`src/rtl/id_pkg.sv`:
```
// Shared constants and helpers for the decode/scoreboard stage.
package id_pkg;

    localparam int NUM_REGS_D = 32;
    localparam int XLEN_D     = 32;
    localparam int IMM_W_D    = 16;
    localparam int WB_PORTS_D = 2;
    localparam int CNT_W_D    = 2;

    localparam logic [CNT_W_D-1:0] CNT_MAX = '1;

    function automatic logic [XLEN_D-1:0] ext_imm(
        input logic [IMM_W_D-1:0] imm,
        input logic               signed_sel
    );
        return {{(XLEN_D-IMM_W_D){signed_sel & imm[IMM_W_D-1]}}, imm};
    endfunction

endpackage

```
`src/rtl/id_pending_counters.sv`:
```
// Per-register pending-write counters: one increment port, WB_PORTS
// decrement ports, saturation flags and a sticky underflow error.
module id_pending_counters
    import id_pkg::*;
#(
    parameter int NUM_REGS = NUM_REGS_D,
    parameter int WB_PORTS = WB_PORTS_D,
    parameter int CNT_W    = CNT_W_D,
    localparam int AW      = $clog2(NUM_REGS)
) (
    input  logic                             clk,
    input  logic                             reset,
    input  logic                             inc_en,
    input  logic [AW-1:0]                    inc_addr,
    input  logic [WB_PORTS-1:0]              dec_valid,
    input  logic [WB_PORTS*AW-1:0]           dec_addr,
    output logic [NUM_REGS-1:0][CNT_W-1:0]   cnt,
    output logic [NUM_REGS-1:0]              sat,
    output logic                             error
);

    localparam int SW = CNT_W + $clog2(WB_PORTS + 1) + 1;
    localparam logic [SW-1:0] LIM = SW'({CNT_W{1'b1}});

    logic [NUM_REGS-1:0][CNT_W-1:0] nxt;
    logic [NUM_REGS-1:0]            under;
    logic [SW-1:0]                  up   [NUM_REGS];
    logic [SW-1:0]                  dn   [NUM_REGS];
    logic [SW-1:0]                  diff [NUM_REGS];

    // Net change per register; register 0 never counts.
    always_comb begin
        for (int r = 0; r < NUM_REGS; r++) begin
            up[r] = SW'(cnt[r]) +
                    SW'(inc_en && inc_addr == AW'(r) && r != 0);
            dn[r] = '0;
            for (int p = 0; p < WB_PORTS; p++) begin
                if (dec_valid[p] && dec_addr[p*AW +: AW] == AW'(r) && r != 0)
                    dn[r] = dn[r] + SW'(1);
            end
            under[r] = dn[r] > up[r];
            diff[r]  = up[r] - dn[r];
            if (under[r])
                nxt[r] = '0;
            else if (diff[r] > LIM)
                nxt[r] = '1;
            else
                nxt[r] = diff[r][CNT_W-1:0];
            sat[r] = &cnt[r];
        end
    end

    always_ff @(posedge clk) begin
        if (reset) begin
            cnt   <= '0;
            error <= 1'b0;
        end else begin
            cnt <= nxt;
            if (|under)
                error <= 1'b1;
        end
    end

endmodule

```
`src/rtl/id_scoreboard_stage.sv`:
```
// Decode stage: register file, counting scoreboard, valid/ready output reg.
// Optional same-cycle write-back forwarding: ID_WB_BYPASS_EN.
module id_scoreboard_stage
    import id_pkg::*;
#(
    parameter int NUM_REGS = NUM_REGS_D,
    parameter int XLEN     = XLEN_D,
    parameter int IMM_W    = IMM_W_D,
    parameter int WB_PORTS = WB_PORTS_D,
    parameter int CNT_W    = CNT_W_D,
    localparam int AW      = $clog2(NUM_REGS)
) (
    input  logic                     clk,
    input  logic                     reset,
    input  logic                     in_valid,
    output logic                     in_ready,
    input  logic [AW-1:0]            in_rs,
    input  logic [AW-1:0]            in_rt,
    input  logic [AW-1:0]            in_rd,
    input  logic [IMM_W-1:0]         in_imm,
    input  logic                     in_reg_dst,
    input  logic                     in_reg_write,
    input  logic                     in_imm_signed,
    output logic                     out_valid,
    input  logic                     out_ready,
    output logic [XLEN-1:0]          out_rs_data,
    output logic [XLEN-1:0]          out_rt_data,
    output logic [XLEN-1:0]          out_imm_ext,
    output logic [XLEN-1:0]          out_imm_shl2,
    output logic [AW-1:0]            out_wr_addr,
    output logic                     out_reg_write,
    input  logic [WB_PORTS-1:0]      wb_valid,
    input  logic [WB_PORTS*AW-1:0]   wb_addr,
    input  logic [WB_PORTS*XLEN-1:0] wb_data,
    input  logic                     flush,
    output logic                     hazard,
    output logic                     sb_error
);

    logic [XLEN-1:0]                regs [NUM_REGS];
    logic [NUM_REGS-1:0][CNT_W-1:0] pend;
    logic [NUM_REGS-1:0]            sat;
    logic [AW-1:0]                  dst;
    logic                           issue;
    logic                           fire;
    logic                           rs_pend, rt_pend;
    logic                           rs_stall, rt_stall, dst_full;
    logic [XLEN-1:0]                rs_val, rt_val, imm_ext;

    assign dst  = in_reg_dst ? in_rd : in_rt;
    assign fire = out_valid && out_ready && !flush;

    id_pending_counters #(
        .NUM_REGS (NUM_REGS),
        .WB_PORTS (WB_PORTS),
        .CNT_W    (CNT_W)
    ) u_cnt (
        .clk       (clk),
        .reset     (reset),
        .inc_en    (fire && out_reg_write),
        .inc_addr  (out_wr_addr),
        .dec_valid (wb_valid),
        .dec_addr  (wb_addr),
        .cnt       (pend),
        .sat       (sat),
        .error     (sb_error)
    );

`ifdef ID_WB_BYPASS_EN
    logic            rs_hit, rt_hit, rs_byp, rt_byp;
    logic [XLEN-1:0] rs_fwd, rt_fwd;

    // Highest port wins because later iterations overwrite.
    always_comb begin
        rs_hit = 1'b0;
        rt_hit = 1'b0;
        rs_fwd = '0;
        rt_fwd = '0;
        for (int p = 0; p < WB_PORTS; p++) begin
            if (wb_valid[p] && wb_addr[p*AW +: AW] == in_rs && in_rs != '0) begin
                rs_hit = 1'b1;
                rs_fwd = wb_data[p*XLEN +: XLEN];
            end
            if (wb_valid[p] && wb_addr[p*AW +: AW] == in_rt && in_rt != '0) begin
                rt_hit = 1'b1;
                rt_fwd = wb_data[p*XLEN +: XLEN];
            end
        end
    end

    assign rs_byp  = rs_hit && pend[in_rs] == CNT_W'(1);
    assign rt_byp  = rt_hit && pend[in_rt] == CNT_W'(1);
    assign rs_pend = pend[in_rs] != '0 && !rs_byp;
    assign rt_pend = pend[in_rt] != '0 && !rt_byp;
    assign rs_val  = rs_byp ? rs_fwd : regs[in_rs];
    assign rt_val  = rt_byp ? rt_fwd : regs[in_rt];
`else
    assign rs_pend = pend[in_rs] != '0;
    assign rt_pend = pend[in_rt] != '0;
    assign rs_val  = regs[in_rs];
    assign rt_val  = regs[in_rt];
`endif

    // The held output writer has not been counted yet, so check it too.
    assign rs_stall = in_rs != '0 && (rs_pend ||
                      (out_valid && out_reg_write && out_wr_addr == in_rs));
    assign rt_stall = in_rt != '0 && (rt_pend ||
                      (out_valid && out_reg_write && out_wr_addr == in_rt));
    assign dst_full = in_reg_write && dst != '0 && sat[dst];

    assign hazard   = in_valid && (rs_stall || rt_stall || dst_full);
    assign in_ready = !hazard && (!out_valid || out_ready) && !flush;
    assign issue    = in_valid && in_ready;

    generate
        if (IMM_W == IMM_W_D && XLEN == XLEN_D) begin : g_ext_pkg
            assign imm_ext = ext_imm(in_imm, in_imm_signed);
        end else begin : g_ext_gen
            assign imm_ext = {{(XLEN-IMM_W){in_imm_signed & in_imm[IMM_W-1]}}, in_imm};
        end
    endgenerate

    always_ff @(posedge clk) begin
        if (reset) begin
            for (int i = 0; i < NUM_REGS; i++)
                regs[i] <= '0;
        end else begin
            for (int p = 0; p < WB_PORTS; p++) begin
                if (wb_valid[p] && wb_addr[p*AW +: AW] != '0)
                    regs[wb_addr[p*AW +: AW]] <= wb_data[p*XLEN +: XLEN];
            end
        end
    end

    always_ff @(posedge clk) begin
        if (reset) begin
            out_valid     <= 1'b0;
            out_rs_data   <= '0;
            out_rt_data   <= '0;
            out_imm_ext   <= '0;
            out_imm_shl2  <= '0;
            out_wr_addr   <= '0;
            out_reg_write <= 1'b0;
        end else begin
            if (flush)
                out_valid <= 1'b0;
            else if (issue)
                out_valid <= 1'b1;
            else if (out_ready)
                out_valid <= 1'b0;
            if (issue) begin
                out_rs_data   <= rs_val;
                out_rt_data   <= rt_val;
                out_imm_ext   <= imm_ext;
                out_imm_shl2  <= {imm_ext[XLEN-3:0], 2'b00};
                out_wr_addr   <= dst;
                out_reg_write <= in_reg_write && dst != '0;
            end
        end
    end

endmodule

```
`config.mk`:
```
export PLATFORM = sky130hd
export DESIGN_NAME = id_scoreboard_stage
export DESIGN_NICKNAME = d
export VERILOG_FILES = /design/src/rtl/id_pkg.sv /design/src/rtl/id_pending_counters.sv /design/src/rtl/id_scoreboard_stage.sv
export SDC_FILE = /design/constraint.sdc
export NUM_CORES = 2
export LEC_CHECK = 0
export ABC_AREA = 1
export CAP_MARGIN = 40
export CELL_PAD_IN_SITES_DETAIL_PLACEMENT = 0
export CELL_PAD_IN_SITES_GLOBAL_PLACEMENT = 2
export CORE_MARGIN = 2
export CORE_UTILIZATION = 41
export CTS_CLUSTER_DIAMETER = 60
export CTS_CLUSTER_SIZE = 28
export DETAILED_ROUTE_END_ITERATION = 16
export PLACE_DENSITY_LB_ADDON = 0.1
export SLEW_MARGIN = 20
export SYNTH_ARGS = -nofsm -noshare
export SYNTH_HDL_FRONTEND = slang
export SYNTH_HIERARCHICAL = 1
export SYNTH_SLANG_ARGS = --single-unit
```
`constraint.sdc`:
```
create_clock -name clk -period 6.3 [get_ports clk]
set_input_delay 1.89 -clock clk [delete_from_list [all_inputs] [get_ports clk]]
set_output_delay 1.89 -clock clk [all_outputs]
set_load 0.02 [all_outputs]
```
==> results by group <==
STA
  • Tcrit/Tclk final: 0.953
  • Final hold vios: 0
  • Fin crit period: 6010 ps
  • Fmax: 167 MHz
  • RSZ-0062 raised after global routing: no
  • Hold slack final: approximately 470 ps
  • Clock skew: 34.8 ps
  • Max transition margin: 0.282
  • Final slew viol count: 0
  • Worst Tran Pin Value: between 1000 and 1500 ps
  • Final setup fails: 0

Floorplanning
  • Die X: 424 microns
  • Core ar.: 176000 sq um
  • FP Rows: roughly 150
  • Starting Density: 0.411
  • # IOs: 253
  • Die Ht: between 400 and 500 microns
  • Die Area: ~180000 sq um

Worst hold path
  • Min-Delay Path Class: reg2reg

Placed design
  • RePlAce Congestion: approximately 0.94
  • DP Area: 78000 sq um
  • HPWL Detailed: approximately 230000 microns
  • Port-buffer cells: 250

Worst setup path
  • Critical Path, Cell by Cell: clkdlybuf4s50_1, buf_4, inv_2, nand2_1, nand2_2, buf_12, nand2_1, nand3_1, nand3_1, nand3_1, nand2_1, nand2_1, nand3_2, nand3_1, nand2_1, inv_1, nor2_1, dlygate4sd2_1
  • CP startpoint kind: input pin
  • Worst path arrival time: 4120 ps
  • CP delay by family, top: buffers and inverters
  • Worst Setup End Kind: output port
  • CP max stage delay: approximately 460 ps
  • Slowest CP cell: clkdlybuf4s50_1
  • Critical path class: in2out
  • Buf/Inv on CP: 6
  • Critical path fanouts, max: 18
  • Critical Path Most Common Cell: nand2_1
  • WP data required: 4410 ps

Synthesis
  • Mean Syn Cell Area: slightly above 8 sq um
  • Leading cell types by count after synthesis: o21ai_0 (1235), nand3_1 (1197), edfxtp_1 (1024), nand2_1 (915), inv_1 (755)
  • Synth unique cells: 46
  • Leading area contributor after synthesis: edfxtp_1
  • Number of synthesized register bits: 1175
  • Cells after synthesis: a little under 9000
  • Post-synth top area share: 0.425
  • Async SR Flop Fraction: 0
  • Ys flop type: edfxtp_1
  • Post-synthesis cell area: ~72000 sq um
  • Post-synthesis sequential area ratio: 0.467
  • Top post-synthesis cells by area: edfxtp_1 (43%), o21ai_0 (8.6%), nand3_1 (8.3%)
  • Synth warn: 6
  • Most frequent cell after synthesis: o21ai_0
  • Post-synth EDFFs: 1024

Finish
  • Final #Nets: just under 9000
  • Multi-input logic area: 32000 sq um
  • Syn-to-layout area delta: 14.9%
  • Reg area: 33800 sq um
  • Design area: between 80000 and 90000 sq um
  • Layout cell share with drive strength beyond 1: 0.0883
  • FILL cells: 17000

GRT
  • Global route overflow: 0
  • Total GRT Usage: 0.416
  • Global-route wire length before repair: approximately 530000 microns
  • Antenna violations before repair: 20
  • Vias in the first global route: 67000
  • Largest net degree at the start of global routing: 242

Detailed routing
  • DR vias/cell: 6.68
  • Wire per inst: 35.1 microns
  • Remaining DRCs: 0
  • Initial DRC count: 12400
  • ANT nets after route: 0
  • Final wirelength: a little under 400000 microns
  • Drt pass-1 iters: 7
  • Vias after detailed routing: 73300

Clocking
  • Inserted Clock Buffers: 136
  • Clk sink count: 1175
  • Root buf cell: clkbuf_16
  • CTS max path bufs: 3
  • Clk_lat worst skew: 830 ps
  • CTS tree: yes
  • Clock-pin slew on the worst setup and hold paths: 60 ps
  • H-Tree Depth: 4

Pwr
  • Leak: 30.3 nW
  • Worst vdd ir: roughly 0.00030 V
  • PD cells: 259 nW/um^2
  • Total power: 0.0215 W

Status
  • Status: completed

Job
  • Max-cap violations: 0
[path summary, 6_finish.rpt]
check,startpoint,end,slack (ps),cells past startpoint
max,in_reg_dst,in_ready,290,18
min,out_rs_data[22],out_rs_data[22],470,2
max reg2reg,u_cnt/cnt[51],out_rs_data[17],2970,16
min reg2reg,out_rs_data[22],out_rs_data[22],470,2
[where the power goes]
part / switching, W / leakage (nW) / internal, W
Sequential: 0.000304 / 11.0 / 0.00893
Clock: 0.00376 / 2.35 / 0.00499
Combinational: 0.00256 / 17.0 / 0.000972
[routing by layer]
metal  track usage  vias to the layer above  part of all wire
li1              -                    30700                 -
met1         0.543                    35200              0.37
met2         0.604                     6036              0.41
met3         0.129                     1365              0.14
met4         0.248                       14             0.069
met5             0                        -           0.00022
[placed cells by master, fill, tap and decap left out, types with 167 or more instances in the layout]
cell | netlist | final
nand3_1 | 1197 | 1184
nand2_1 | 915 | 859
edfxtp_1 | 1024 | 1024
clkdlybuf4s50_1 | 0 | 236
o22ai_1 | 417 | 417
buf_4 | 55 | 227
ha_1 | 167 | 167
inv_1 | 755 | 750
nor2_1 | 603 | 582
o211ai_1 | 203 | 203
o21ai_0 | 1235 | 1235
a21oi_1 | 460 | 460
[through the flow]
| step | util | cells | TNS (ps) | setup slack (ps) |
|---|---|---|---|---|
| 6_report | 0.473 | 11000 | 0 | 294 |
| 5_1_grt | 0.472 | 11000 | 0 | 121 |
| 4_1_cts | 0.471 | 11000 | 0 | 53.2 |
| 3_5_place_dp | 0.444 | 10700 | -106 | -96.5 |
| 3_3_place_gp | 0.439 | 10700 | -277 | -185 |
| 2_1_floorplan | - | 8746 | 0 | 1030 |
[worst register-to-register path: cells and delay by family, from the launching register on]
kind / cells / cell delay, ps
buf+inv: 2 / 650
simple gates: 14 / 2270
flops: 1 / 360
[registers in the layout, summed over array words and instances (netlist names), 5 cells and up]
name,flops
regs,1024
u_cnt/cnt,62
out_rs_data,32
out_rt_data,32
out_imm_shl2,17
out_wr_addr,5
[area by class of cell]
cell class	instances	area share
antenna	9	0.000271
inverter	813	0.0371
tap	2340	0.0353
multi-input combinational	5797	0.386
clock buffer	162	0.0456
timing repair buffer	587	0.0770
clock inverter	89	0.0125
sequential	1175	0.407
[cell families after synthesis]
| family | share of synthesized area |
|---|---|
| buf+inv | 0.0977 |
| fa+ha+maj | 0.0453 |
| xor+xnor | 0.000485 |
| flops | 0.467 |
| other cells | 0.000104 |
| simple gates | 0.174 |
| compound gates | 0.215 |
[repair_timing]
| item | 4_1_cts | 5_1_grt |
|---|---|---|
| setup buffers | 0 | 0 |
| gates resized for setup | 2 | 1 |
| hold endpoints to repair | 0 | 0 |
| hold buffers | 0 | 0 |
| pin swaps | 0 | 0 |
| setup endpoints to repair | 2 | 1 |
(Power assumes the default switching activity.)
